--- src/rtl/fifo_pkg.sv ---
// Shared types and constants for the async FIFO read-side drainer.
// Data width comes from the global `DSIZE define, defaulting to 8 when it is not set.
`ifndef DSIZE
`define DSIZE 8
`endif

package fifo_pkg;
  localparam int RD_BUF_DEPTH = 2;
  localparam int DATA_W       = `DSIZE;

  typedef enum logic [1:0] {
    IDLE  = 2'd0,
    RUN   = 2'd1,
    DRAIN = 2'd2
  } drainer_state_t;
endpackage

--- src/rtl/rd_skid_buf.sv ---
// Two-entry circular buffer between the FIFO pop and the downstream stream.
// The head word is kept in its own register so it holds its last value while the buffer is empty.
module rd_skid_buf #(
  parameter int DSIZE = 8
) (
  input  logic             clk,
  input  logic             rst_n,
  input  logic             push,
  input  logic             pop,
  input  logic [DSIZE-1:0] wdata,
  output logic [1:0]       occ,
  output logic [DSIZE-1:0] head
);
  logic [DSIZE-1:0] r_mem [2];
  logic             r_head;
  logic             r_tail;
  logic [1:0]       r_occ;
  logic [DSIZE-1:0] r_head_data;
  logic [1:0]       w_occ_nxt;
  logic [DSIZE-1:0] w_head_data_nxt;

  // The next head word is either the other stored entry, or the word arriving in this cycle.
  always_comb begin
    w_occ_nxt       = r_occ;
    w_head_data_nxt = r_head_data;
    case ({push, pop})
      2'b10:   w_occ_nxt = r_occ + 2'd1;
      2'b01:   w_occ_nxt = r_occ - 2'd1;
      default: w_occ_nxt = r_occ;
    endcase
    if (pop) begin
      if (r_occ == 2'd2)
        w_head_data_nxt = r_mem[~r_head];
      else if (push)
        w_head_data_nxt = wdata;
    end else if (r_occ == 2'd0 && push) begin
      w_head_data_nxt = wdata;
    end
  end

  always_ff @(posedge clk) begin
    if (!rst_n) begin
      r_mem[0]    <= '0;
      r_mem[1]    <= '0;
      r_head      <= 1'b0;
      r_tail      <= 1'b0;
      r_occ       <= 2'd0;
      r_head_data <= '0;
    end else begin
      if (push) begin
        r_mem[r_tail] <= wdata;
        r_tail        <= ~r_tail;
      end
      if (pop)
        r_head <= ~r_head;
      r_occ       <= w_occ_nxt;
      r_head_data <= w_head_data_nxt;
    end
  end

  assign occ  = r_occ;
  assign head = r_head_data;
endmodule

--- src/rtl/fifo_rd_drainer.sv ---
// Read-domain consumer: pops a first-word-fall-through FIFO into a 2-entry buffer and
// streams it out. Stream handshake: a word transfers on a posedge where m_valid && m_ready;
// m_valid does not depend on m_ready, and m_data is held while m_valid && !m_ready.
module fifo_rd_drainer
  import fifo_pkg::*;
#(
  parameter int DSIZE     = DATA_W,
  parameter int CNT_W     = 16,
  parameter int BUF_DEPTH = RD_BUF_DEPTH
) (
  input  logic             rclk,
  input  logic             rrst_n,
  input  logic             en,
  input  logic             rempty,
  input  logic [DSIZE-1:0] rdata,
  output logic             rinc,
  output logic             m_valid,
  input  logic             m_ready,
  output logic [DSIZE-1:0] m_data,
  output logic             busy,
  output logic [CNT_W-1:0] rd_count,
  output drainer_state_t   dbg_state
);
  generate
    if (BUF_DEPTH != RD_BUF_DEPTH) begin : g_bad_depth
      $error("fifo_rd_drainer: BUF_DEPTH must be 2");
    end
  endgenerate

  drainer_state_t   r_state;
  drainer_state_t   w_state_nxt;
  logic [CNT_W-1:0] r_rd_count;
  logic [1:0]       w_occ;
  logic [DSIZE-1:0] w_head;
  logic             w_valid;
  logic             w_pop;
  logic             w_rinc;
  logic             w_empty_nxt;

  // Pop decision uses only registered state and rempty, never m_ready.
  assign w_rinc  = rrst_n && (r_state == RUN) && !rempty && (w_occ < 2'd2);
  assign w_valid = (w_occ != 2'd0);
  assign w_pop   = w_valid && m_ready;

  // Buffer is empty after this edge: nothing held and nothing arriving, or the last word leaving.
  assign w_empty_nxt = !w_rinc && ((w_occ == 2'd0) || (w_occ == 2'd1 && w_pop));

  always_comb begin
    w_state_nxt = r_state;
    case (r_state)
      IDLE:    if (en) w_state_nxt = RUN;
      RUN:     if (!en) w_state_nxt = w_empty_nxt ? IDLE : DRAIN;
      DRAIN: begin
        if (en)               w_state_nxt = RUN;
        else if (w_empty_nxt) w_state_nxt = IDLE;
      end
      default: w_state_nxt = IDLE;
    endcase
  end

  always_ff @(posedge rclk) begin
    if (!rrst_n) begin
      r_state    <= IDLE;
      r_rd_count <= '0;
    end else begin
      r_state <= w_state_nxt;
      if (w_rinc)
        r_rd_count <= r_rd_count + 1'b1;
    end
  end

  rd_skid_buf #(
    .DSIZE(DSIZE)
  ) u_buf (
    .clk   (rclk),
    .rst_n (rrst_n),
    .push  (w_rinc),
    .pop   (w_pop),
    .wdata (rdata),
    .occ   (w_occ),
    .head  (w_head)
  );

  assign rinc      = w_rinc;
  assign m_valid   = w_valid;
  assign m_data    = w_head;
  assign busy      = (r_state != IDLE);
  assign rd_count  = r_rd_count;
  assign dbg_state = r_state;
endmodule

--- config.mk ---
export PLATFORM = sky130hd
export DESIGN_NAME = fifo_rd_drainer
export DESIGN_NICKNAME = d
export VERILOG_FILES = /design/src/rtl/fifo_pkg.sv /design/src/rtl/rd_skid_buf.sv /design/src/rtl/fifo_rd_drainer.sv
export SDC_FILE = /design/constraint.sdc
export NUM_CORES = 1
export LEC_CHECK = 0
export BUFFER_PORTS_ARGS = -buffer_cell sky130_fd_sc_hd__buf_2
export CORE_MARGIN = 3
export CORE_UTILIZATION = 30
export CTS_CLUSTER_DIAMETER = 40
export DETAILED_ROUTE_END_ITERATION = 6
export HOLD_SLACK_MARGIN = 0.06
export PLACE_DENSITY_LB_ADDON = 0.05
export SYNTH_ARGS = -nofsm -noshare
export SYNTH_HDL_FRONTEND = slang
export SYNTH_HIERARCHICAL = 1
export SYNTH_SLANG_ARGS = --single-unit
--- constraint.sdc ---
create_clock -name rclk -period 2.3 [get_ports rclk]
set_clock_uncertainty 0.15 [all_clocks]
set_input_delay 0 -clock rclk [delete_from_list [all_inputs] [get_ports rclk]]
set_output_delay 0 -clock rclk [all_outputs]
set_load 0.01 [all_outputs]
==> results of run 1 <==
==> metal layers <==
metal	GRT usage, %	up-vias
met5	0	-
met3	2.86	2
met2	19.8	34
met4	3.65	0
met1	19.5	792
li1	-	848
==> worst register-to-register path: stages (launching register included) <==
cell      delay [ps]
dfxtp_1          360
or2_2            310
and2_1           250
o21bai_2         250
a221oi_4         460
a221o_1          240
==> metrics by stage <==
stage,util [%],std cells,instance area (um2)
after floorplan,-,199,2080
after global placement,37.2,322,2430
after detailed placement,37.2,322,2430
after CTS,40.1,341,2620
after global routing,40.1,341,2620
final,40.1,341,2620
==> cell usage in the layout (no fill, tap or decap), drive strengths merged, types with 9 or more instances in the layout <==
cell type    synthesis  layout
nand2                9       9
and2                19      19
nor2                17      17
a21oi               13      13
o21ai               13      13
or3                  9       9
buf                  3      52
edfxtp              16      16
dfxtp               30      30
dlygate4sd3          0      11
==> worst max path at each step <==
stage | start | endpoint | slack [ps] | cells after the start
finish | u_buf/occ[1] | u_buf/head[2] | 220 | 5
global route | rrst_n | u_buf/head[3] | 100 | 9
CTS | u_buf/occ[1] | u_buf/head[2] | 210 | 5
detailed placement | u_buf/occ[1] | u_buf/head[2] | 240 | 5
floorplan | dbg_state[1] | u_buf/r_mem[1][0] | 90 | 6
global placement | u_buf/occ[1] | u_buf/head[7] | 290 | 5
==> where the power goes <==
group | internal (W) | switching [W] | leakage [nW] | total (W)
Sequential | 0.000861 | 0.0000185 | 0.409 | 0.000879
Combinational | 0.0000732 | 0.0000765 | 0.621 | 0.000150
Clock | 0.000210 | 0.000268 | 0.0426 | 0.000478
==> registers in the layout, indices dropped and copies added (netlist names) <==
| signal | count |
|---|---|
| u_buf/r_mem | 16 |
| u_buf/head | 8 |
| u_buf/r_head | 1 |
| dbg_state | 2 |
| u_buf/r_tail | 1 |
| u_buf/occ | 2 |
| rd_count | 16 |
==> cells by family (layout without fill, tap and decap cells) <==
logic type / Yosys count / in the layout / share of synthesized area (%)
AND/OR/NAND/NOR: 82 / 82 / 22.6
multiplexers: 8 / 8 / 3.85
buffers and inverters: 11 / 76 / 2.65
AO/OA/AOI/OAI: 39 / 39 / 13.1
adder cells (fa/ha/maj): 2 / 2 / 1.20
flip-flops: 46 / 46 / 52.0
XOR/XNOR: 11 / 11 / 4.63
==> final cells by class <==
| class | instances | area (um2) |
|---|---|---|
| clock buffers | 6 | 72.6 |
| clock inverters | 2 | 8.76 |
| fillers | 666 | 3910 |
| inverters | 5 | 18.8 |
| multi-input cells | 142 | 945 |
| flip-flops and latches | 46 | 1080 |
| well taps | 77 | 96.3 |
| repair buffers | 63 | 398 |
==> repair_timing <==
action / CTS / global route
hold endpoints to repair: 27 / 0
setup endpoints to repair: 0 / 0
buffers inserted: 0 / 0
hold buffers: 11 / 0
==> flow_summary.ini, run 1 <==
[worst_setup_path]
critPathKind = reg2reg
crit_buf_inv = 0
critPathCaptureType = flip-flop
critPathArrivalTime_ps = 2160
crit_fanout = 8
path_delay_family = compound AO/OA/AOI/OAI gates
crit_chain = or2_2 > and2_1 > o21bai_2 > a221oi_4 > a221o_1
crit_required_ps = 2380
cp_slowest_cell = a221oi_4
r2r-end = u_buf/head[2]
max_stage_delay_ps = 460
r2r_slack_ps = 220
start_kind = flip-flop
ff2ff_path_depth = 5
r2r_start = u_buf/occ[1]

[yosys]
synth_ff_type = dfxtp_1
syn_avg_cell_area_um2 = 10.5
netlist.area_leader.share_pct = 28.9
synth_seq_cells = 46
yosys-top-cells-area = dfxtp_1 (29%), edfxtp_1 (23%), and2_1 (5.4%), mux2i_1 (3.8%), a221o_1 (3.4%)
syn_area_mm2 = 0.00208
synth_edf_count = 16
yosysWarnings = 6
synth_cell_type_count = 38
synth_cells = 199
synth_commonest_cells = dfxtp_1 (30), and2_1 (18), nor2_1 (17)
async_reset_ff_share_pct = 0
yosysMostFrequentCell = dfxtp_1
synthesis.nets = 214
synth_area_leader_cell = dfxtp_1
ys_seq_area_share_pct = 52.0

[grt]
track_usage_pct = 13.3
grt_max_degree = 17
grt_pass1_wl_um = 8030
grt_pass1_vias = 1559
grt_antenna_before_repair = 0
overflow = 0

[clocking]
clock-sinks = 46
h-tree-depth = 2
cts_max_path_buffers = 2
root_buffer = clkbuf_8
cts_tree = yes
clk_latency_ps = 290
post_cts_resized = 0
numCtsBuffers = 5
clk_pin_slew_worst_paths_ps = 90

[detailed_routing]
met3WireLength_um = 234
viasPerCell = 4.91
dr.pass1.iters = 4
wl_met2_um = 2180
drt_iter0_drc = 56
wl_per_cell_um = 14.7
highest_layer = met4
ant_nets = 0
num_vias = 1676
routed_wl_um = 5020
route.detailed.drc = 0
wl_met1_um = 2600

[floorplanning]
rows = 29
die_y_um = 89.3
die-area_mm2 = 0.00797
start_util_pct = 31.9
io_pins = 42
die_w_um = 89.3
core-area_mm2 = 0.00653

[sta]
min_period_ps = 2080
setup_tns_ps = 0
setup_violations = 0
layout_setup_ws_ps = 224
period_share_pct = 90.2
rsz0062_at_grt = false
tightestPinTransition_ps = 555
hold_viol = 0
slew_viol_final = 0
fmax_mhz = 482
slew_headroom_pct = 63.0
holdWs_ps = 63.8

[hold_path]
holdCritPathClass = in2reg
min_from = rempty
holdPathStages = 5
hold_end = rd_count[6]

[power_and_ir_drop]
p_total_w = 0.00151
leakagePower_nw = 1.07
p_per_area_mw_per_mm2 = 575
irDropWorstVdd_mv = 0.279

[final_layout]
area_growth_pct = 25.9
layout.nets = 278
drive_gt1_share_pct = 25.8
antenna_cells = 0

[run]
drv_cap = 0

[place]
portBuffers = 41
dp_hpwl_um = 3430
dp_worst_setup_slack_ps = 244
gp_congestion = 0.725

[outcome]
outcome = finished, final reports clean
Power figures use the tool's default switching activity.
==> run 2: changes to the inputs <==
--- a/config.mk
+++ b/config.mk
@@ -14,5 +14,4 @@
 export PLACE_DENSITY_LB_ADDON = 0.05
 export SYNTH_ARGS = -nofsm -noshare
 export SYNTH_HDL_FRONTEND = slang
-export SYNTH_HIERARCHICAL = 1
 export SYNTH_SLANG_ARGS = --single-unit
==> run 2 against run 1 <==
  * Critical path depth unchanged
  * Flip-flop and latch count did not move
  * Clock power increased by 27%
  * Synthesized cell count up 8.5%
  * Clock-buffer cell count shrank 1
  * Total power rose by 27%
  * Utilization grew 0.43 points
  * Final area grew 1.6%
  * Critical path type is now reg2out
==> flow_summary.ini, run 2 <==
[place]
portBuffers = 41
dp_worst_setup_slack_ps = 226
dp_hpwl_um = 3400
gp_congestion = 0.701

[yosys]
ys_seq_area_share_pct = 51.2
yosysWarnings = 0
synth-compound-area-share_pct = 9.47
synth_ff_type = dfxtp_1
synth_seq_cells = 46
synth_cells = 216
synthesis.nets = 234
synth_xor_area_share_pct = 6.22
synth_top_family_by_area = simple AND/OR/NAND/NOR gates
yosys-top-cells-area = dfxtp_1 (28%), edfxtp_1 (23%), xnor2_1 (5.4%), nand2_1 (4.3%), mux2i_1 (3.8%)
yosysMostFrequentCell = dfxtp_1
synth_edf_count = 16
syn_avg_cell_area_um2 = 9.78
synth_area_leader_cell = dfxtp_1
netlist.area_leader.share_pct = 28.4
synth_fa_ha_area_share_pct = 2.96
synth_cell_type_count = 35
synthSimpleGateAreaFrac_pct = 22.8
syn_area_mm2 = 0.00211
async_reset_ff_share_pct = 0
yosys-mux-area-fraction_pct = 3.79
synth_commonest_cells = dfxtp_1 (30), nand2_1 (24), nor2_1 (17)

[detailed_routing]
routed_wl_um = 4870
wl_per_cell_um = 13.3
dr.pass1.iters = 4
route.detailed.drc = 0
ant_nets = 0
drt_iter0_drc = 54
viasPerCell = 4.58
num_vias = 1672

[grt]
grt_pass1_wl_um = 8070
overflow = 0
grt_antenna_before_repair = 0
grt_max_degree = 22
grt_pass1_vias = 1548
track_usage_pct = 12.2

[clocking]
h-tree-depth = 2
clk_latency_ps = 300
post_cts_resized = 0
numCtsBuffers = 5
cts_max_path_buffers = 2
root_buffer = clkbuf_8
clock-sinks = 46
cts_tree = yes
clk_pin_slew_worst_paths_ps = 100

[final_layout]
layout.cells.most_common_list = buf_2 (41), dfxtp_1 (30), nand2_1 (23)
post-route-util_pct = 40.5
layout_commonest_cell = buf_2
antenna_cells = 0
area_growth_pct = 26.0
fillCellCount = 689
layout.nets = 289
drive_gt1_share_pct = 23.2

[floorplanning]
core-area_mm2 = 0.00657
start_util_pct = 32.2
die-area_mm2 = 0.00809
die_w_um = 89.9
io_pins = 42
rows = 29
die_y_um = 89.9

[worst_setup_path]
start_kind = flip-flop
crit_required_ps = 2150
crit_fanout = 14
critPathCaptureType = output pin
critPathKind = reg2out
critPathArrivalTime_ps = 1980

[outcome]
outcome = finished, final reports clean

[sta]
tightestPinTransition_ps = 662
setup_violations = 0
fmax_mhz = 469
setup_tns_ps = 0
min_period_ps = 2130
slew_viol_final = 0
slew_headroom_pct = 55.8
period_share_pct = 92.7
hold_viol = 0
layout_setup_ws_ps = 167
rsz0062_at_grt = false

[power_and_ir_drop]
irDropWorstVdd_mv = 0.311
p_per_area_mw_per_mm2 = 717
leakagePower_nw = 1.05

[hold_path]
holdCritPathClass = in2reg

[run]
drv_cap = 0
[run 2: cell types whose count changed in the layout (fill, tap and decap cells not counted), sizes merged, moves of 5 or more]
cell,previous run,this run
a21oi,13,7
o2111ai,0,8
and2,19,8
nor4,0,5
xnor2,5,13
a221o,7,0
nand2,9,24
[run 2: final cells by class]
class | count | area (um2) | share of cell area [%]
flip-flops and latches | 46 | 1080 | 40.6
inverters | 7 | 26.3 | 0.987
repair buffers | 59 | 368 | 13.8
clock buffers | 5 | 68.8 | 2.58
clock inverters | 3 | 43.8 | 1.64
multi-input cells | 152 | 958 | 36.0
well taps | 93 | 116 | 4.37
[run 2: metrics by stage]
step                      hold WS, ps  total power, W  std cells  area [um2]
after floorplan                 -72.1         0.00120        216        2120
after global placement           41.4         0.00132        346        2440
after detailed placement         39.3         0.00131        346        2440
after CTS                         136         0.00194        365        2660
after global routing              189         0.00202        365        2660
final                             138         0.00191        365        2660
[run 2: cell families (layout without fill, tap and decap cells)]
kind of cell,Yosys count,in the layout
flip-flops,46,46
AO/OA/AOI/OAI,32,32
multiplexers,8,8
XOR/XNOR,15,15
buffers and inverters,18,74
adder cells (fa/ha/maj),5,5
AND/OR/NAND/NOR,92,92
[run 2: final timing paths]
kind,to,startpoint,cells after the start,slack [ps]
worst min register to register,u_buf.head[1],u_buf.head[1],2,320
worst max register to register,rd_count[11],dbg_state[0],4,180
worst max-delay path,rinc,dbg_state[0],5,170
worst min-delay path,rd_count[2],rempty,5,140
[run 2: power breakdown]
part	internal [W]	total (W)	switching [W]
Combinational	0.000166	0.000350	0.000184
Clock	0.000324	0.000609	0.000285
Sequential	0.000889	0.000948	0.0000593
[run 2: routing by layer]
| metal | GRT usage (%) | part of all wire (%) | vias to the layer above |
|---|---|---|---|
| met5 | 0 | 0 | - |
| met1 | 18.6 | 54 | 763 |
| met3 | 2.75 | 4.3 | 2 |
| met2 | 17.2 | 41 | 32 |
| li1 | - | - | 875 |
| met4 | 3.06 | 0.51 | 0 |
[run 2: worst max-delay path, stage by stage (launching register included)]
cell and delay (ps):
dfxtp_1 410, or3b_4 480, or2_2 360, inv_2 70, buf_4 190, buf_2 160
[run 2: timing repair]
action,4_1_cts,5_1_grt
hold buffers,11,0
buffers inserted,0,0
hold endpoints to repair,28,0
endpoints found under the setup margin,0,0
==> run 3: changes to the inputs <==
--- a/config.mk
+++ b/config.mk
@@ -6,6 +6,8 @@
 export NUM_CORES = 1
 export LEC_CHECK = 0
 export BUFFER_PORTS_ARGS = -buffer_cell sky130_fd_sc_hd__buf_2
+export CELL_PAD_IN_SITES_DETAIL_PLACEMENT = 1
+export CELL_PAD_IN_SITES_GLOBAL_PLACEMENT = 1
 export CORE_MARGIN = 3
 export CORE_UTILIZATION = 30
 export CTS_CLUSTER_DIAMETER = 40
==> run 3 against run 2 <==
  * Clock-buffer cell count up 1
  * Critical path depth is the same
  * Utilization down 0.17 points
  * Hold slack gained 7.6 ps
  * Critical path type unchanged
  * Clock power about the same
  * First-iteration DRC count rose by 22%
  * Flip-flop and latch count unchanged
  * Non-clock buffer count down 1
  * Via count is 2.9% higher
  * Fmax shrank 0.36%
  * Register-to-register slack about the same
  * Global-route usage rose by 1.2 points
==> flow_summary.ini, run 3 (synthesis results as in run 2) <==
[detailed_routing]
routed_wl_um = 5250
viasPerCell = 4.73
wl_per_cell_um = 14.4
drt_iter0_drc = 66
route.detailed.drc = 0
num_vias = 1720
ant_nets = 0
dr.pass1.iters = 4

[final_layout]
layout_commonest_cell = buf_2
drive_gt1_share_pct = 22.5
fin_area_mm2 = 0.00265
layout.cells.most_common_list = buf_2 (41), dfxtp_1 (30), nand2_1 (23)
antenna_cells = 0
area_growth_pct = 25.5
layout.nets = 288
fillCellCount = 777
post-route-util_pct = 40.4

[clocking]
numCtsBuffers = 5
post_cts_resized = 0
clk_latency_ps = 300
h-tree-depth = 2
clk_pin_slew_worst_paths_ps = 90
cts_tree = yes
root_buffer = clkbuf_8
clock-sinks = 46
cts_max_path_buffers = 2

[outcome]
outcome = finished, final reports clean

[sta]
rsz0062_at_grt = false
tightestPinTransition_ps = 649
slew_viol_final = 0
period_share_pct = 93.1
setup_violations = 0
min_period_ps = 2140
hold_viol = 0
fmax_mhz = 467
layout_setup_ws_ps = 160
setup_tns_ps = 0
slew_headroom_pct = 56.7

[place]
gp_congestion = 0.698
postPlaceCellArea_mm2 = 0.00243
dp_hpwl_um = 3730
portBuffers = 41
dp_worst_setup_slack_ps = 203

[floorplanning]
die_y_um = 89.9
die-area_mm2 = 0.00809
io_pins = 42
rows = 29
die_w_um = 89.9
core-area_mm2 = 0.00657
start_util_pct = 32.2

[power_and_ir_drop]
leakagePower_nw = 1.05
irDropWorstVdd_mv = 0.318
p_per_area_mw_per_mm2 = 723
p_total_w = 0.00192

[grt]
grt_pass1_wl_um = 8870
grt_max_degree = 23
grt_antenna_before_repair = 0
track_usage_pct = 13.4
overflow = 0
grt_pass1_vias = 1765

[hold_path]
holdCritPathClass = in2reg
min_from = rempty

[worst_setup_path]
start_kind = flip-flop
critPathArrivalTime_ps = 1990
crit_required_ps = 2150
critPathKind = reg2out
r2r_start = dbg_state[0]
critPathCaptureType = output pin
startpoint = dbg_state[0]
crit_fanout = 14

[run]
drv_cap = 0
## run 3: final cells by class
cell class              count  area, um2  share of cell area [%]
flip-flops and latches     46       1080                    40.8
well taps                  93        116                    4.39
clock inverters             2       36.3                    1.37
inverters                   7       26.3                   0.991
clock buffers               6       72.6                    2.74
multi-input cells         152        958                    36.1
repair buffers             58        360                    13.6
## run 3: final timing paths
| kind | cells after the start | to | slack [ps] |
|---|---|---|---|
| max reg2reg | 5 | u_buf.occ[0] | 190 |
| min reg2reg | 2 | u_buf.head[5] | 310 |
| min | 5 | rd_count[2] | 150 |
| max | 5 | rinc | 160 |
## run 3: metal layers
layer,track usage [%],routed length [um],share of wire (%),vias up
li1,-,-,-,872
met1,19.4,2720,52,810
met2,20.1,2290,44,34
met3,2.92,203,3.9,4
met4,3.95,34,0.65,0
met5,0,0,0,-
## run 3: repair_timing
action                                 CTS  global route
setup buffers                            0             0
hold buffers                            11             0
endpoints found under the hold margin   28             0
## run 3: worst max-delay path: stages, from the launching register on
cell	delay (ps)
dfxtp_1	400
or3b_4	490
or2_2	380
inv_2	70
buf_4	190
buf_2	160
## run 3: power by group
part	total [W]	switching, W	leakage (nW)	internal, W
logic	0.000362	0.000194	0.585	0.000167
registers	0.000949	0.0000602	0.408	0.000889
clock network	0.000606	0.000280	0.0557	0.000325
## run 3: stage by stage
stage               cells  hold WS [ps]
floorplan             216         -72.1
global placement      345          42.6
detailed placement    345          36.2
CTS                   364           142
global route          364           226
finish                364           146
